## config.mk

```make
export PLATFORM = sky130hd
export DESIGN_NAME = uart_wb_master
export DESIGN_NICKNAME = d
export VERILOG_FILES = /design/src/rtl/uart_wb_master.sv
export SDC_FILE = /design/constraint.sdc
export NUM_CORES = 1
export LEC_CHECK = 0
export CELL_PAD_IN_SITES_DETAIL_PLACEMENT = 2
export CELL_PAD_IN_SITES_GLOBAL_PLACEMENT = 2
export CORE_UTILIZATION = 36
export CTS_BUF_LIST = sky130_fd_sc_hd__clkbuf_8
export DETAILED_ROUTE_END_ITERATION = 12
export PLACE_DENSITY = 0.78
export SKIP_CTS_REPAIR_TIMING = 1
export SLEW_MARGIN = 15
export SYNTH_ARGS = -nofsm -noshare
export SYNTH_HDL_FRONTEND = slang
export SYNTH_SLANG_ARGS = --single-unit
```

## constraint.sdc

```tcl
create_clock -name clock -period 1.8 [get_ports clock]
set_clock_uncertainty 0.05 [all_clocks]
set_input_delay 0.27 -clock clock [delete_from_list [all_inputs] [get_ports clock]]
set_output_delay 0.27 -clock clock [all_outputs]
set_load 0.01 [all_outputs]
```

## src/rtl/uart_wb_master.sv

```systemverilog
// rtl/uart_wb_master.sv - Request FIFO driving single Wishbone cycles to a UART core, with ack timeout
module uart_wb_master #(
    parameter int FIFO_DEPTH = 4,
    parameter int TIMEOUT    = 16
) (
    input  logic       clock,
    input  logic       wb_rst_n_i,
    input  logic       req_valid_i,
    output logic       req_ready_o,
    input  logic       req_we_i,
    input  logic [2:0] req_addr_i,
    input  logic [7:0] req_data_i,
    output logic       rsp_valid_o,
    output logic [7:0] rsp_data_o,
    output logic       rsp_err_o,
    output logic [2:0] wb_addr_o,
    output logic [7:0] wb_dat_o,
    output logic [3:0] wb_sel_o,
    output logic       wb_we_o,
    output logic       wb_stb_o,
    output logic       wb_cyc_o,
    input  logic [7:0] wb_dat_i,
    input  logic       wb_ack_i
);

    localparam int AW = $clog2(FIFO_DEPTH);
    localparam logic [AW:0] PTR_ONE  = 1;
    localparam logic [AW:0] FULL_CNT = FIFO_DEPTH[AW:0];
    localparam logic [7:0]  TMO_LAST = 8'(TIMEOUT - 1);

    typedef enum logic [1:0] {S_IDLE, S_BUS, S_RESP} state_t;

    state_t      state_q, state_d;
    logic [11:0] mem_q [FIFO_DEPTH];
    logic [AW:0] wr_ptr_q, wr_ptr_d;
    logic [AW:0] rd_ptr_q, rd_ptr_d;
    logic        ready_q, ready_d;
    logic [7:0]  timer_q, timer_d;
    logic [2:0]  wb_addr_q, wb_addr_d;
    logic [7:0]  wb_dat_q, wb_dat_d;
    logic        wb_we_q, wb_we_d;
    logic        cyc_q, cyc_d;
    logic        rsp_valid_q, rsp_valid_d;
    logic [7:0]  rsp_data_q, rsp_data_d;
    logic        rsp_err_q, rsp_err_d;

    logic        push, pop, empty;
    logic [11:0] head;

    assign push  = req_valid_i && ready_q;
    assign pop   = (state_q == S_RESP);
    assign empty = (wr_ptr_q == rd_ptr_q);
    assign head  = mem_q[rd_ptr_q[AW-1:0]];

    // Ready is registered from the post-edge occupancy, so a pop frees a slot one cycle later.
    always_comb begin
        wr_ptr_d = push ? wr_ptr_q + PTR_ONE : wr_ptr_q;
        rd_ptr_d = pop  ? rd_ptr_q + PTR_ONE : rd_ptr_q;
        ready_d  = ((wr_ptr_d - rd_ptr_d) != FULL_CNT);
    end

    always_comb begin
        state_d     = state_q;
        timer_d     = timer_q;
        wb_addr_d   = wb_addr_q;
        wb_dat_d    = wb_dat_q;
        wb_we_d     = wb_we_q;
        cyc_d       = cyc_q;
        rsp_valid_d = 1'b0;
        rsp_data_d  = 8'h00;
        rsp_err_d   = 1'b0;
        case (state_q)
            S_IDLE: begin
                if (!empty) begin
                    state_d   = S_BUS;
                    cyc_d     = 1'b1;
                    wb_we_d   = head[11];
                    wb_addr_d = head[10:8];
                    wb_dat_d  = head[7:0];
                    timer_d   = 8'h00;
                end
            end
            S_BUS: begin
                timer_d = timer_q + 8'd1;
                // Ack wins over timeout expiry on the same edge.
                if (wb_ack_i || (timer_q == TMO_LAST)) begin
                    state_d     = S_RESP;
                    cyc_d       = 1'b0;
                    wb_we_d     = 1'b0;
                    wb_addr_d   = 3'd0;
                    wb_dat_d    = 8'h00;
                    rsp_valid_d = 1'b1;
                    rsp_err_d   = !wb_ack_i;
                    rsp_data_d  = (wb_ack_i && !wb_we_q) ? wb_dat_i : 8'h00;
                end
            end
            S_RESP:  state_d = S_IDLE;
            default: state_d = S_IDLE;
        endcase
    end

    always_ff @(posedge clock) begin
        if (push) begin
            mem_q[wr_ptr_q[AW-1:0]] <= {req_we_i, req_addr_i, req_data_i};
        end
    end

    always_ff @(posedge clock or negedge wb_rst_n_i) begin
        if (!wb_rst_n_i) begin
            state_q     <= S_IDLE;
            wr_ptr_q    <= '0;
            rd_ptr_q    <= '0;
            ready_q     <= 1'b0;
            timer_q     <= 8'h00;
            wb_addr_q   <= 3'd0;
            wb_dat_q    <= 8'h00;
            wb_we_q     <= 1'b0;
            cyc_q       <= 1'b0;
            rsp_valid_q <= 1'b0;
            rsp_data_q  <= 8'h00;
            rsp_err_q   <= 1'b0;
        end else begin
            state_q     <= state_d;
            wr_ptr_q    <= wr_ptr_d;
            rd_ptr_q    <= rd_ptr_d;
            ready_q     <= ready_d;
            timer_q     <= timer_d;
            wb_addr_q   <= wb_addr_d;
            wb_dat_q    <= wb_dat_d;
            wb_we_q     <= wb_we_d;
            cyc_q       <= cyc_d;
            rsp_valid_q <= rsp_valid_d;
            rsp_data_q  <= rsp_data_d;
            rsp_err_q   <= rsp_err_d;
        end
    end

    assign req_ready_o = ready_q;
    assign rsp_valid_o = rsp_valid_q;
    assign rsp_data_o  = rsp_data_q;
    assign rsp_err_o   = rsp_err_q;
    assign wb_addr_o   = wb_addr_q;
    assign wb_dat_o    = wb_dat_q;
    assign wb_we_o     = wb_we_q;
    assign wb_cyc_o    = cyc_q;
    assign wb_stb_o    = cyc_q;
    assign wb_sel_o    = cyc_q ? 4'b0001 : 4'b0000;

endmodule

```

==> reports/qor.yml <==
status:
  status: "finished with violations"
  violations: "negative setup slack"
cells_and_area:
  areaGrowthSynthToFinish_pct: 32.7
  design_area_sq_um: 4750
  insertedDiodeCount: 0
  final_nets: 332
  layout_common_cells: "clkdlybuf4s50_1, edfxtp_1, dfrtp_1"
  drive_gt1_share_pct: 24.6
detailed_routing:
  drt_pre_antenna_iters: 4
  drt_iter0_drc: 61
  routedWlPerCell_um: 20.3
  drt_wl_total_um: 8880
  vias: 2125
  via_per_inst: 4.85
  drtAntennaViolNets: 0
  drc: 0
yosys:
  ys_warn_count: 0
  avgSynthCellArea_sq_um: 16.6
  synth_top_cell_by_area: "edfxtp_1"
  ys_ff_latch: 88
  ys_seq_area_share_pct: 68.3
  synth.distinct_cells: 38
  yosysTopAreaCellShare_pct: 40.3
  syn_area_sq_um: 3580
  ys_top_cells_by_area: "edfxtp_1, dfrtp_1, mux4_2"
  postSynthCellCount: 216
global_routing:
  grt_max_degree: 22
  track_usage_pct: 17.7
  grt_pass1_wl_um: 13300
  antenna_found_initial: 0
  grt-ovfl-total: 0
  grt_pass1_vias: 2376
clock_network:
  cts.sinks: 88
  cts_tree: "done"
  clkLatencyLatePin_ns: 0.35
  clk_pin_slew_ns: 0.09
  clk_path_buf_depth: 2
  numCtsBuffers: 9
  clock-root-buffer: "clkbuf_8"
  cts_max_level: 3
placed_design:
  dp_hpwl_um: 5970
  placedInstanceArea_sq_um: 4380
  gp_congestion: 0.721
  portBuffers: 49
  pre_cts_slack_ns: -0.396
floorplanning:
  die_h_um: 102
  initial_utilization_pct: 36.9
  die_x_um: 102
  dieArea_sq_um: 10300
  num_rows: 36
  io-pin-count: 53
  placeableCoreArea_sq_um: 9680
power_and_ir_drop:
  p_seq_share_pct: 39.1
  power_switching_uw: 2540
  comb_power_share_pct: 42.9
  leakagePower_uw: 0.00191
  power-per-cell-area_nw_per_um2: 1590
  ir_drop_mv: 0.572
  cellInternalPower_uw: 5000
  pwr-share-clk_pct: 18.0
  sw_frac_of_total_pct: 33.7
sta:
  finalMaxSlewViolations: 0
  period_share_pct: 106
  holdWs_ns: 0.377
  finalHoldViolations: 0
  max_freq_ghz: 0.525
  setup_slack_ns: -0.105
  relSlewSlack_pct: 64.5
  rsz0062_at_grt: "yes"
  tightest_slew_ns: 0.533
  period_needed_ns: 1.90
  setup_viol: 1
setup_path:
  ff2ff_path_depth: 8
  worst_ep_required_time_ns: 1.97
  crit_type: "reg2reg"
  r2r-end: "req_ready_o"
  setup.worst_path.end_class: "flip-flop"
  r2r_slack_ns: -0.10
  arrival_ns: 2.08
  cp_max_fo: 2
  timing.rr.start: "wr_ptr_q[0]"
  cp-start-kind: "flip-flop"
job:
  maxCapViolCount: 0
min_path:
  hp-class: "in2async"
[logic make-up after synthesis]
logic type	Yosys count	share of synthesized area, %
AO/OA/AOI/OAI	27	6.44
XOR/XNOR	8	2.76
adder cells (fa/ha/maj)	8	2.80
buffers and inverters	20	3.32
flip-flops	88	68.3
multiplexers	18	9.62
other	1	0.105
AND/OR/NAND/NOR	46	6.68
[synth_stat cells]
cell type / count
inv_1: 7
ha_1: 8
nand4_1: 1
nor4_1: 1
and3_1: 6
edfxtp_1: 48
clkbuf_1: 3
nand3b_1: 1
a211o_1: 1
buf_2: 1
nand3_1: 2
xor2_2: 2
and2_1: 9
mux4_1: 3
xnor2_1: 2
o21ai_1: 5
mux2i_1: 4
o21bai_1: 1
inv_2: 1
a22o_1: 13
mux4_2: 9
nor3_1: 6
xor2_1: 3
dfrtp_1: 40
conb_1: 1
nor2_1: 6
a31o_4: 1
xnor3_1: 1
nand2b_1: 2
nand4b_1: 1
a32o_1: 1
dlymetal6s2s_1: 1
a21oi_1: 4
buf_4: 5
buf_6: 2
mux2_2: 2
nand2_1: 11
o41ai_4: 1
[layer usage]
metal	GRT usage, %	vias to the layer above	wire [um]	share of wire, %
met5	0	-	0	0
met4	6.02	0	107	1.2
met3	3.93	10	326	3.7
met2	30.2	49	4600	52
met1	22.3	1092	3840	43
li1	-	974	-	-
[metrics by stage]
| step | utilization, % | TNS, ns | cells | total power (uW) |
|---|---|---|---|---|
| finish | 49.0 | -0.105 | 438 | 7540 |
| global route | 49.0 | -0.284 | 438 | 7980 |
| floorplan | - | -0.325 | 218 | 4590 |
| CTS | 47.3 | -0.206 | 430 | 7230 |
| detailed placement | 45.3 | -0.398 | 414 | 5850 |
| global placement | 45.3 | -0.251 | 414 | 5640 |
[how the worst max path moves through the flow]
stage	start	slack, ns	to	cells after the start
CTS	wr_ptr_q[0]	-0.19	req_ready_o	8
global route	state_q[1]	-0.19	req_ready_o	9
finish	wr_ptr_q[0]	-0.10	req_ready_o	8
floorplan	rd_ptr_q[0]	-0.12	req_ready_o	8
detailed placement	req_valid_i	-0.40	req_ready_o	8
global placement	req_valid_i	-0.25	req_ready_o	8
[state kept, by name (all words and copies together) (netlist names)]
register and cells:
state_q 2, rsp_valid_o 1, wb_addr_o 3, wr_ptr_q 3, wb_we_o 1, wb_cyc_o 1
rsp_err_o 1, mem_q 48, timer_q 8, req_ready_o 1, rsp_data_o 8, rd_ptr_q 3
wb_dat_o 8
[area by class of cell]
cell class | count | area, sq um
Multi-Input combinational cell | 111 | 1110
Fill cell | 898 | 4940
Timing Repair Buffer | 82 | 801
Clock buffer | 9 | 124
Clock inverter | 7 | 71.3
Sequential cell | 88 | 2440
Tap cell | 133 | 166
Inverter | 8 | 30.0
[critical path, stage by stage, from the launching register on]
cell and delay [ns]:
dfrtp_1 0.41, inv_2 0.09, ha_4 0.20, mux2_4 0.29, ha_4 0.15, nand2b_4 0.12, xnor3_1 0.22, nor2_1 0.06
nand4b_1 0.18
[power by group through the flow]
stage | combinational [uW] | sequential (uW) | clock [uW]
floorplan | 1590 | 2990 | 0
global placement | 2740 | 2900 | 0
detailed placement | 2900 | 2950 | 0
CTS | 2910 | 2920 | 1410
global route | 3500 | 3000 | 1470
finish | 3230 | 2950 | 1360
Note: power is estimated with default switching activity, not from simulation.
